### config.mk
export PLATFORM = sky130hd
export DESIGN_NAME = bs_rotate_collector_flat
export DESIGN_NICKNAME = d
export VERILOG_FILES = /design/src/rtl/bs_rotate_collector_if.sv /design/src/rtl/bs_rotate_collector.sv /design/src/flat_wrapper.sv
export SDC_FILE = /design/constraint.sdc
export NUM_CORES = 1
export LEC_CHECK = 0
export ABC_CLOCK_PERIOD_IN_PS = 2100
export CAP_MARGIN = 20
export CORE_UTILIZATION = 50
export DETAILED_ROUTE_END_ITERATION = 8
export GPL_TIMING_DRIVEN = 0
export PLACE_DENSITY = 0.76
export SYNTH_ARGS = -nofsm -noshare
export SYNTH_HDL_FRONTEND = slang
export SYNTH_SLANG_ARGS = --single-unit
### constraint.sdc
create_clock -name i_clk -period 2.1 [get_ports i_clk]
set_input_delay 0.315 -clock i_clk [delete_from_list [all_inputs] [get_ports i_clk]]
set_output_delay 0.315 -clock i_clk [all_outputs]
set_load 0.02 [all_outputs]
### src/rtl/bs_rotate_collector_if.sv
// Handshake bundle between the barrel-shifter output, the nibble collector
// and the downstream consumer of packed words.
interface bs_rotate_collector_if #(
    parameter int DW = 4,
    parameter int N  = 4
) ();
    // rotator side
    logic [DW-1:0]   i_Y;
    logic            i_valid;
    logic            o_ready;
    logic            i_flush;
    // consumer side
    logic [DW*N-1:0] o_word;
    logic [3:0]      o_nvld;
    logic            o_valid;
    logic            i_ready;
    logic [7:0]      o_wcnt;

    // collector view
    modport slave (
        input  i_Y, i_valid, i_flush, i_ready,
        output o_ready, o_word, o_nvld, o_valid, o_wcnt
    );

    // environment view (rotator + consumer)
    modport master (
        output i_Y, i_valid, i_flush, i_ready,
        input  o_ready, o_word, o_nvld, o_valid, o_wcnt
    );
endinterface

### src/rtl/bs_rotate_collector.sv
// Nibble collector behind the 4-bit rotate-right barrel shifter.
// Packs N accepted results LSB-first into one word, presents it on a
// registered valid/ready output and counts delivered words. A level flush
// request emits the partial pack zero-padded in the unfilled upper nibbles.
module bs_rotate_collector #(
    parameter int DW = 4,
    parameter int N  = 4
) (
    input  logic                    i_clk,
    input  logic                    i_rst,
    bs_rotate_collector_if.slave    bus
);

    localparam int            WW   = DW * N;
    localparam logic [3:0]    LAST = 4'(N - 1);

    // Output register occupancy
    typedef enum logic {
        OUT_EMPTY = 1'b0,
        OUT_FULL  = 1'b1
    } out_state_t;

    out_state_t      ostate_q, ostate_d;
    logic [3:0]      cnt_q, cnt_d;
    logic [WW-1:0]   pk_q, pk_d;
    logic [WW-1:0]   word_q, word_d;
    logic [3:0]      nvld_q, nvld_d;
    logic [7:0]      wcnt_q, wcnt_d;

    logic            out_valid;
    logic            in_ready;
    logic            acc;
    logic            ohs;
    logic            pack_full;
    logic            flush_take;
    logic            push;
    logic [3:0]      filled;
    logic [WW-1:0]   pk_merged;

    assign out_valid = (ostate_q == OUT_FULL);

    // Stall only when the pack is about to complete and the output slot is
    // still occupied; deliberately independent of i_ready so there is no
    // combinational path through the collector.
    assign in_ready  = ~(out_valid & (cnt_q == LAST));

    assign acc       = bus.i_valid & in_ready;
    assign ohs       = out_valid & bus.i_ready;
    assign pack_full = acc & (cnt_q == LAST);

    // A flush only acts on a non-empty pack (or one becoming non-empty this
    // cycle) and waits for the output slot to be free, so a push never
    // collides with a pending word.
    assign flush_take = bus.i_flush & ~out_valid & ((cnt_q != 4'd0) | acc);
    assign push       = pack_full | flush_take;

    // Number of slots that hold data once this cycle's nibble is included
    assign filled = cnt_q + {3'b000, acc};

    // Pack register with this cycle's accepted nibble dropped into slot cnt
    generate
        for (genvar gi = 0; gi < N; gi++) begin : g_slot
            localparam logic [3:0] SLOT = 4'(gi);
            assign pk_merged[gi*DW +: DW] = (acc && (cnt_q == SLOT)) ? bus.i_Y
                                                                      : pk_q[gi*DW +: DW];
        end
    endgenerate

    // Output-slot FSM next state: a push fills it, a handshake drains it
    always_comb begin
        ostate_d = ostate_q;
        case (ostate_q)
            OUT_EMPTY: begin
                if (push) begin
                    ostate_d = OUT_FULL;
                end
            end
            OUT_FULL: begin
                if (ohs) begin
                    ostate_d = OUT_EMPTY;
                end
            end
            default: ostate_d = OUT_EMPTY;
        endcase
    end

    // Pack, output word and word-count next state
    always_comb begin
        cnt_d  = cnt_q;
        pk_d   = pk_q;
        word_d = word_q;
        nvld_d = nvld_q;
        wcnt_d = wcnt_q;

        if (ohs) begin
            wcnt_d = wcnt_q + 8'd1;
        end

        if (push) begin
            word_d = pk_merged;
            nvld_d = filled;
            cnt_d  = 4'd0;
            pk_d   = '0;
        end else if (acc) begin
            pk_d  = pk_merged;
            cnt_d = cnt_q + 4'd1;
        end
    end

    // State register; reset discards any partial pack and pending word
    always_ff @(posedge i_clk or posedge i_rst) begin
        if (i_rst) begin
            ostate_q <= OUT_EMPTY;
            cnt_q    <= 4'd0;
            pk_q     <= '0;
            word_q   <= '0;
            nvld_q   <= 4'd0;
            wcnt_q   <= 8'd0;
        end else begin
            ostate_q <= ostate_d;
            cnt_q    <= cnt_d;
            pk_q     <= pk_d;
            word_q   <= word_d;
            nvld_q   <= nvld_d;
            wcnt_q   <= wcnt_d;
        end
    end

    assign bus.o_ready = in_ready;
    assign bus.o_valid = out_valid;
    assign bus.o_word  = word_q;
    assign bus.o_nvld  = nvld_q;
    assign bus.o_wcnt  = wcnt_q;

endmodule

### src/flat_wrapper.sv
// flat-port wrapper written by rule: the top's interface ports become plain ports
module bs_rotate_collector_flat 
#(
    parameter int DW = 4,
    parameter int N  = 4
)
  (i_clk, i_rst, bus_i_Y, bus_i_valid, bus_i_flush, bus_i_ready, bus_o_ready, bus_o_word, bus_o_nvld, bus_o_valid, bus_o_wcnt);
  bs_rotate_collector_if #(.DW(DW), .N(N)) bus_i ();
  input  logic i_clk;
  input  logic i_rst;
  input wire logic [$bits(bus_i.i_Y)-1:0] bus_i_Y;
  input wire logic [$bits(bus_i.i_valid)-1:0] bus_i_valid;
  input wire logic [$bits(bus_i.i_flush)-1:0] bus_i_flush;
  input wire logic [$bits(bus_i.i_ready)-1:0] bus_i_ready;
  output wire logic [$bits(bus_i.o_ready)-1:0] bus_o_ready;
  output wire logic [$bits(bus_i.o_word)-1:0] bus_o_word;
  output wire logic [$bits(bus_i.o_nvld)-1:0] bus_o_nvld;
  output wire logic [$bits(bus_i.o_valid)-1:0] bus_o_valid;
  output wire logic [$bits(bus_i.o_wcnt)-1:0] bus_o_wcnt;
  assign bus_i.i_Y = bus_i_Y;
  assign bus_i.i_valid = bus_i_valid;
  assign bus_i.i_flush = bus_i_flush;
  assign bus_i.i_ready = bus_i_ready;
  assign bus_o_ready = bus_i.o_ready;
  assign bus_o_word = bus_i.o_word;
  assign bus_o_nvld = bus_i.o_nvld;
  assign bus_o_valid = bus_i.o_valid;
  assign bus_o_wcnt = bus_i.o_wcnt;
  bs_rotate_collector #(.DW(DW), .N(N)) u_core (.i_clk(i_clk), .i_rst(i_rst), .bus(bus_i));
endmodule
* Word level (Yosys, flattened, before mapping)
Cells that the tools add are included.
Storage, ports and cells: input port bits 9, register bits 49, output and inout bits 30, RAM bits 0, ROM bits 0, bits in latches 0, memories 0, word-level logic and storage cells 40
Cells by class: multiply operators 0, $add $sub $neg 3, shifts and indexed selects 0, bitwise logic cells 10, $lt $le $gt $ge 0, muxes and demuxes 11, reduce and logical (&&, ||, !) cells 7, eq/ne operators 3, divide/modulo/power cells 0
Operators by type and width (count):
- $mux 16 | 2
- $mux 4 | 6
- $add 8x1->8 const B | 1
- $eq 4x2->1 const B | 2
- $and 1x1->1 | 6
- $add 4x1->4 | 1
- $add 4x1->4 const B | 1
- $eq 4x1->1 const B | 1
- $logic_and 1x1->1 | 4
- $logic_not 4->1 | 1
- $reduce_bool 4->1 | 1
- $mux 1 | 2
- $not 1->1 | 2
- $or 1x1->1 | 2
- $pmux 1 s2 | 1
- $reduce_bool 2->1 | 1

* Depth between registers and ports, before layout
Gate-level depths: netlist of run 1.
word-level depth 9, mapped depth 8, mapped depth without buffers 8

* Least setup slack after synthesis of run 1
No wires, ideal clock.
kind flip-flop to flip-flop, from register u_core.cnt_q[0], to register u_core.nvld_q[2], in the netlist u_core.bus.o_nvld[2], data required time 1975 ps, arrival 2019 ps, setup time 125 ps, period minus slack after synthesis 2145 ps, path buffers 0, slack -45 ps, cell stages (with the launch flop) 9, path through dfrtp_1 -> ha_1 -> nand4bb_1 -> nand2_1 -> inv_1 -> ha_1 -> ha_1 -> xor2_1 -> mux2_4
On the way: longest elaborated chain between the ends 7, elaborated cells between the ends (all ways) 10, classes of those cells add/sub: 1; eq/ne: 1; bitwise: 7; reduce/logical: 1
Ends and longest elaborated chain:
- from (decl) | RTL line bs_rotate_collector.sv:24 | logic [3:0] cnt_q, cnt_d;
- from (signal assigned) | RTL line bs_rotate_collector.sv:121 | cnt_q <= cnt_d;
- $eq 4x2->1 (*) | RTL line bs_rotate_collector.sv:45 | assign in_ready = ~(out_valid & (cnt_q == LAST));
- $and 1x1->1 (*) | RTL line bs_rotate_collector.sv:45
- $not 1->1 (*) | RTL line bs_rotate_collector.sv:45
- named net bus_o_ready | RTL line flat_wrapper.sv:15 | output wire logic [$bits(bus_i.o_ready)-1:0] bus_o_ready;
- $and 1x1->1 (*) | RTL line bs_rotate_collector.sv:47 | assign acc = bus.i_valid & in_ready;
- parallel branches: the longest is 3 deep, another holds $add 4x1->4
- to (signal assigned) | RTL line bs_rotate_collector.sv:124 | nvld_q <= nvld_d;
- to (decl) | RTL line bs_rotate_collector.sv:27 | logic [3:0] nvld_q, nvld_d;
Mark *: on every way through the listed nets, which the timed path passes. A chain may end at the register's enable or synchronous reset.

* Worst setup path in the final report of run 1
from register u_core.cnt_q[0], to register u_core.nvld_q[2], in the netlist u_core.bus.o_nvld[2]
On the way: longest elaborated chain between the ends 7, elaborated cells between the ends (all ways) 10, classes of those cells add/sub: 1; eq/ne: 1; bitwise: 7; reduce/logical: 1
Ends and longest elaborated chain:
- parallel branches: the longest is 7 deep, another holds $add 4x1->4
Several ways; the timed one is not identified.

==> metrics.cfg, run 1 <==
[clocking]
root_buffer=clkbuf_8
htreeDepth=2
tritoncts=built
cts_buffers=5
cts_max_path_buffers=2
cts_setup_buffers=0
clk_latency_ps=300
clock-sinks=49
cts_hold_buffers=0
clk_pin_slew_ps=90

[logic_synthesis]
yosys.area_share.xor_xnor=0.0422
ys_ff_latch=49
yosysWarnings=0
syn_inst=168
synth_top_family_by_area=multiplexers
syn_area_um2=2280
synthSimpleGateAreaFrac=0.119
yosysSeqAreaShare=0.537
syn_nets=184
yosysTopAreaCellShare=0.537
synth.distinct_cells=26
yosys-top-cells-area=dfrtp_1 (54%), mux2_4 (13%), mux2_2 (8.4%)
yosysTopAreaCell=dfrtp_1
avgSynthCellArea_um2=13.6
synth-adder-area-share=0.0383
synth.area.mux_share=0.215
synth_compound_gate_area_share=0.0192

[floorplanning]
dieArea_um2=4840
initial_utilization=0.521
core_um2=4380
dieHeight_um=69.6
die_x_um=69.6
rows=24
pin_count=39

[routing]
wl_um=4270
dr.pass1.iters=4
ant_nets=0
avgViaCountPerCell=5.23
detail_route.iter0.violations=97
post_drt_wl_per_cell_um=16.1
vias=1390
remaining_drc_errors=0

[sta]
fin_skew_ps=8.04
fmax_mhz=501
period_minus_slack_ps=2000
rsz0062_at_grt=no
setup_viol=0
hold_viol_final=0
worst_pin_slew_ps=393
max-slew-margin-rel=0.731
period_share=0.950
slew_violations=0
whs_ps=291

[cells_and_area]
fin_nets=230
layout_commonest_cell=dfrtp_1
drive_gt1_frac=0.276
syn_to_final_growth_pct=24.8
n_antenna_cell=0
final_cell_mix=dfrtp_1 (47), clkdlybuf4s50_1 (37), mux2_4 (20)
fin_cells=266

[global_routing]
antenna_found_initial=0
grt_max_degree=37
grt_pass1_vias=1472
grt_use_total=0.193
grt_overflow=0
grt_pass1_wl_um=7130

[run]
cap_viol_max_count=0

[worst_setup_path]
critPathMaxFanout=7
cp_cell_sequence=ha_2 -> nand4bb_2 -> nand2_1 -> inv_1 -> ha_1 -> ha_1 -> xor2_1 -> mux2_4
reg2reg_slack_ps=100
critical_path_class=flip-flop to flip-flop
slowest_delay_ps=440
critPathArrivalTime_ps=2180
worst_path_max_delay_cell=dfrtp_2
endpoint_kind=flip-flop
critPathBufInv=1
path_common_cell=ha_1
crit_family=adder cells
required_ps=2280
worstSetupStartpointType=flip-flop

[pwr]
worst_ir_drop_vdd_uv=622
power_density_nw_per_um2=1290
p_leak_nw=1.35

[status]
status=finished, final reports clean

[place]
place_congestion=0.783
port_buffers=38
dp.cells=259
hpwl_um=3090

[hold_path]
hold_class=input pin to asynchronous set/reset pin

-- what timing repair did --
item                                    in CTS  in global routing
resized for setup                            3                  3
endpoints found under the hold margin        0                  0
endpoints found under the setup margin       2                  8
-- cell type report --
cell class | instances | area, um^2
Tap cell | 52 | 65.1
Buffer | 6 | 48.8
Multi-Input combinational cell | 108 | 1000
Clock buffer | 7 | 86.3
Sequential cell | 49 | 1230
Inverter | 5 | 18.8
Fill cell | 350 | 1530
Timing Repair Buffer | 39 | 403
-- per-layer routing --
metal | wire (um) | vias to the layer above | part of all wire | GRT usage
li1 | - | 657 | - | -
met1 | 2040 | 702 | 0.48 | 0.269
met2 | 2040 | 27 | 0.48 | 0.286
met3 | 129 | 4 | 0.030 | 0.0465
met4 | 65 | 0 | 0.015 | 0.0884
met5 | 0 | - | 0 | 0
-- through the flow --
step | setup TNS [ps] | total power, mW | util | setup slack [ps] | instance area, um^2
global placement | -10640 | 3.08 | 0.624 | -211 | 2740
global route | 0 | 3.92 | 0.650 | 6.50 | 2850
CTS | 0 | 3.73 | 0.649 | 34.2 | 2850
detailed placement | -1230 | 3.16 | 0.628 | -93.6 | 2760
finish | 0 | 3.69 | 0.650 | 104 | 2850
floorplan | 0 | 2.56 | - | 55.4 | 2290
-- cells by family (layout without fill, tap and decap cells) --
logic type                 Yosys count  count (layout)
xor gates and xnor gates            11              11
AOI/OAI and AO/OA                    6               6
adders and majority gates            7               7
buffers and inverters               11              57
DFF                                 49              49
and+or+nand+nor                     47              47
muxes                               37              37
-- synthesized netlist by cell type --
library cell / number
nand3_1: 10
nand4_1: 1
buf_2: 2
clkbuf_1: 1
nor3_1: 1
nand3b_1: 1
a2111oi_0: 1
nor2b_1: 17
nand2_1: 8
a21o_1: 1
nor2_1: 5
a31o_2: 1
mux2_4: 20
nor3b_4: 1
nand4bb_1: 1
buf_6: 3
dfrtp_1: 49
xor2_1: 6
inv_1: 5
xnor2_1: 5
a21oi_2: 1
a21oi_1: 2
nor3_2: 1
mux2_2: 17
or3b_1: 1
ha_1: 7
-- worst paths after layout --
path                                      startpoint                   end  depth (start not counted)
worst max-delay path                 u_core.cnt_q[0]  u_core.bus.o_nvld[2]                          8
worst min-delay path                           i_rst  u_core.bus.o_wcnt[1]                          2
worst max register to register       u_core.cnt_q[0]  u_core.bus.o_nvld[2]                          8
worst min register to register  u_core.bus.o_wcnt[7]  u_core.bus.o_wcnt[7]                          1
max in group asynchronous                      i_rst  u_core.bus.o_nvld[0]                          3
min in group i_clk              u_core.bus.o_wcnt[7]  u_core.bus.o_wcnt[7]                          1
-- report_power, final --
part	total, mW	leakage, nW	internal [mW]	switching (mW)
clock	0.545	0.0443	0.262	0.284
combinational	1.71	0.657	0.925	0.786
sequential	1.43	0.647	1.24	0.191
-- state kept, by name, indices dropped and copies added, names as in the netlist --
signal and cells:
u_core.bus.o_nvld 4, u_core.bus.o_valid 1, u_core.bus.o_wcnt 8, u_core.bus.o_word 16
u_core.cnt_q 4, u_core.pk_q 16
Power figures use the tool's default switching activity.
==> run 2: changes to the inputs <==
--- a/config.mk
+++ b/config.mk
@@ -7,10 +7,9 @@
 export LEC_CHECK = 0
 export ABC_CLOCK_PERIOD_IN_PS = 2100
 export CAP_MARGIN = 20
-export CORE_UTILIZATION = 50
+export CORE_UTILIZATION = 38
 export DETAILED_ROUTE_END_ITERATION = 8
 export GPL_TIMING_DRIVEN = 0
-export PLACE_DENSITY = 0.76
 export SYNTH_ARGS = -nofsm -noshare
 export SYNTH_HDL_FRONTEND = slang
 export SYNTH_SLANG_ARGS = --single-unit
==> run 2 against run 1 <==
  * Sequential power is essentially flat
  * Routed wire length grew 2.2%
  * Clock power shrank 4.2%
  * Core utilization shrank 14 points
  * Cell count grew 8.6%
  * Clock skew shrank 2.8 ps
  * Combinational power grew 2%
  * Worst hold slack lost 6.4 ps
  * Non-clock buffer count grew 2
  * Critical endpoint is now u_core.bus.o_word[7]
==> metrics.cfg, run 2 (synthesis results as in run 1) <==
[cells_and_area]
syn_to_final_growth_pct=26.8
fin_nets=232
post-route-util=0.514
layout_commonest_cell=dfrtp_1
n_antenna_cell=0
final_cell_mix=dfrtp_1 (47), clkdlybuf4s50_1 (37), mux2_4 (20)
fin_cells=289
drive_gt1_frac=0.281

[floorplanning]
die_x_um=79.5
rows=27
dieHeight_um=79.5
pin_count=39
initial_utilization=0.405
dieArea_um2=6330
core_um2=5640

[worst_setup_path]
critPathMaxFanout=10
critPathArrivalTime_ps=2190
reg2reg_slack_ps=90
critical_path_class=flip-flop to flip-flop
r2r_start=u_core.cnt_q[1]
required_ps=2280
endpoint_kind=flip-flop
r2r-end=u_core.bus.o_word[7]
worstRegToRegCells=7
worstSetupStartpointType=flip-flop
startpoint=u_core.cnt_q[1]

[clocking]
clk_pin_slew_ps=80
root_buffer=clkbuf_8
clk_latency_ps=300
htreeDepth=2
clock-sinks=49
cts_max_path_buffers=2
tritoncts=built
cts_buffers=5
cts_hold_buffers=0

[sta]
max-slew-margin-rel=0.714
hold_viol_final=0
slew_violations=0
setup_viol=0
fmax_mhz=497
worst_pin_slew_ps=428
tns_ps=0
period_minus_slack_ps=2010
layout_setup_ws_ps=89.7
fin_skew_ps=5.24
period_share=0.957

[routing]
wl_met1_um=2000
detail_route.iter0.violations=53
post_drt_wl_per_cell_um=15.1
avgViaCountPerCell=4.80
ant_nets=0
wl_um=4370
remaining_drc_errors=0
vias=1387
dr.pass1.iters=4
wl_met3_um=158
top_layer=met4
wl_met2_um=2140

[run]
cap_viol_max_count=0

[global_routing]
grt_overflow=0
grt_max_degree=37
grt_pass1_wl_um=7490
grt_use_total=0.157
antenna_found_initial=0
grt_pass1_vias=1505

[place]
pre_cts_slack_ps=-79.4
port_buffers=38
place_congestion=0.770
dp.cells=279
hpwl_um=3140

[pwr]
power_density_nw_per_um2=1280
p_total_mw=3.70
p_leak_nw=1.36
worst_ir_drop_vdd_uv=667

[status]
status=finished, final reports clean

[hold_path]
hold_class=input pin to asynchronous set/reset pin

[run 2: stage by stage]
stage | hold WS [ps] | instance area [um^2]
2_1_floorplan | 457 | 2290
3_3_place_gp | 461 | 2760
3_5_place_dp | 478 | 2780
4_1_cts | 280 | 2870
5_1_grt | 292 | 2900
6_report | 285 | 2900
[run 2: metal layers]
| layer | up-vias | global-route usage |
|---|---|---|
| met4 | 0 | 0.0600 |
| met2 | 27 | 0.254 |
| met3 | 6 | 0.0377 |
| li1 | 666 | - |
| met1 | 688 | 0.201 |
| met5 | - | 0 |
[run 2: critical path, cell delays in order, from the launching register on]
cell and delay (ps):
dfrtp_2 480, inv_1 100, ha_1 170, or3b_1 390, a21oi_2 200, nor3_4 80, buf_6 170, mux2_4 300
[run 2: layout make-up]
| cell class | instances | area, um^2 |
|---|---|---|
| inverter | 5 | 18.8 |
| clock buffer | 6 | 72.6 |
| tap | 72 | 90.1 |
| sequential | 49 | 1230 |
| clock inverter | 2 | 10.0 |
| fill | 495 | 2740 |
| buffer | 6 | 47.5 |
| multi-input combinational | 108 | 1020 |
| timing repair buffer | 41 | 414 |
[run 2: worst max path at each step]
| stage | slack (ps) | depth (start not counted) | endpoint |
|---|---|---|---|
| after floorplan | 60 | 8 | u_core.bus.o_nvld[2] |
| after global placement | -270 | 2 | u_core.bus.o_word[14] |
| after detailed placement | -80 | 8 | u_core.bus.o_nvld[2] |
| after CTS | 50 | 8 | u_core.bus.o_nvld[2] |
| after global routing | -2 | 7 | u_core.bus.o_nvld[3] |
| final | 90 | 7 | u_core.bus.o_word[7] |
[run 2: repair_timing]
| action | CTS | global route |
|---|---|---|
| gates resized for setup | 4 | 2 |
| pin swaps | 0 | 1 |
| buffers inserted | 0 | 2 |
| hold endpoints to repair | 0 | 0 |
| endpoints found under the setup margin | 3 | 7 |
[run 2: power breakdown]
group | internal, mW | switching (mW) | total [mW]
Sequential | 1.24 | 0.189 | 1.43
Combinational | 0.947 | 0.806 | 1.75
Clock | 0.231 | 0.291 | 0.522
Total | 2.42 | 1.29 | 3.70
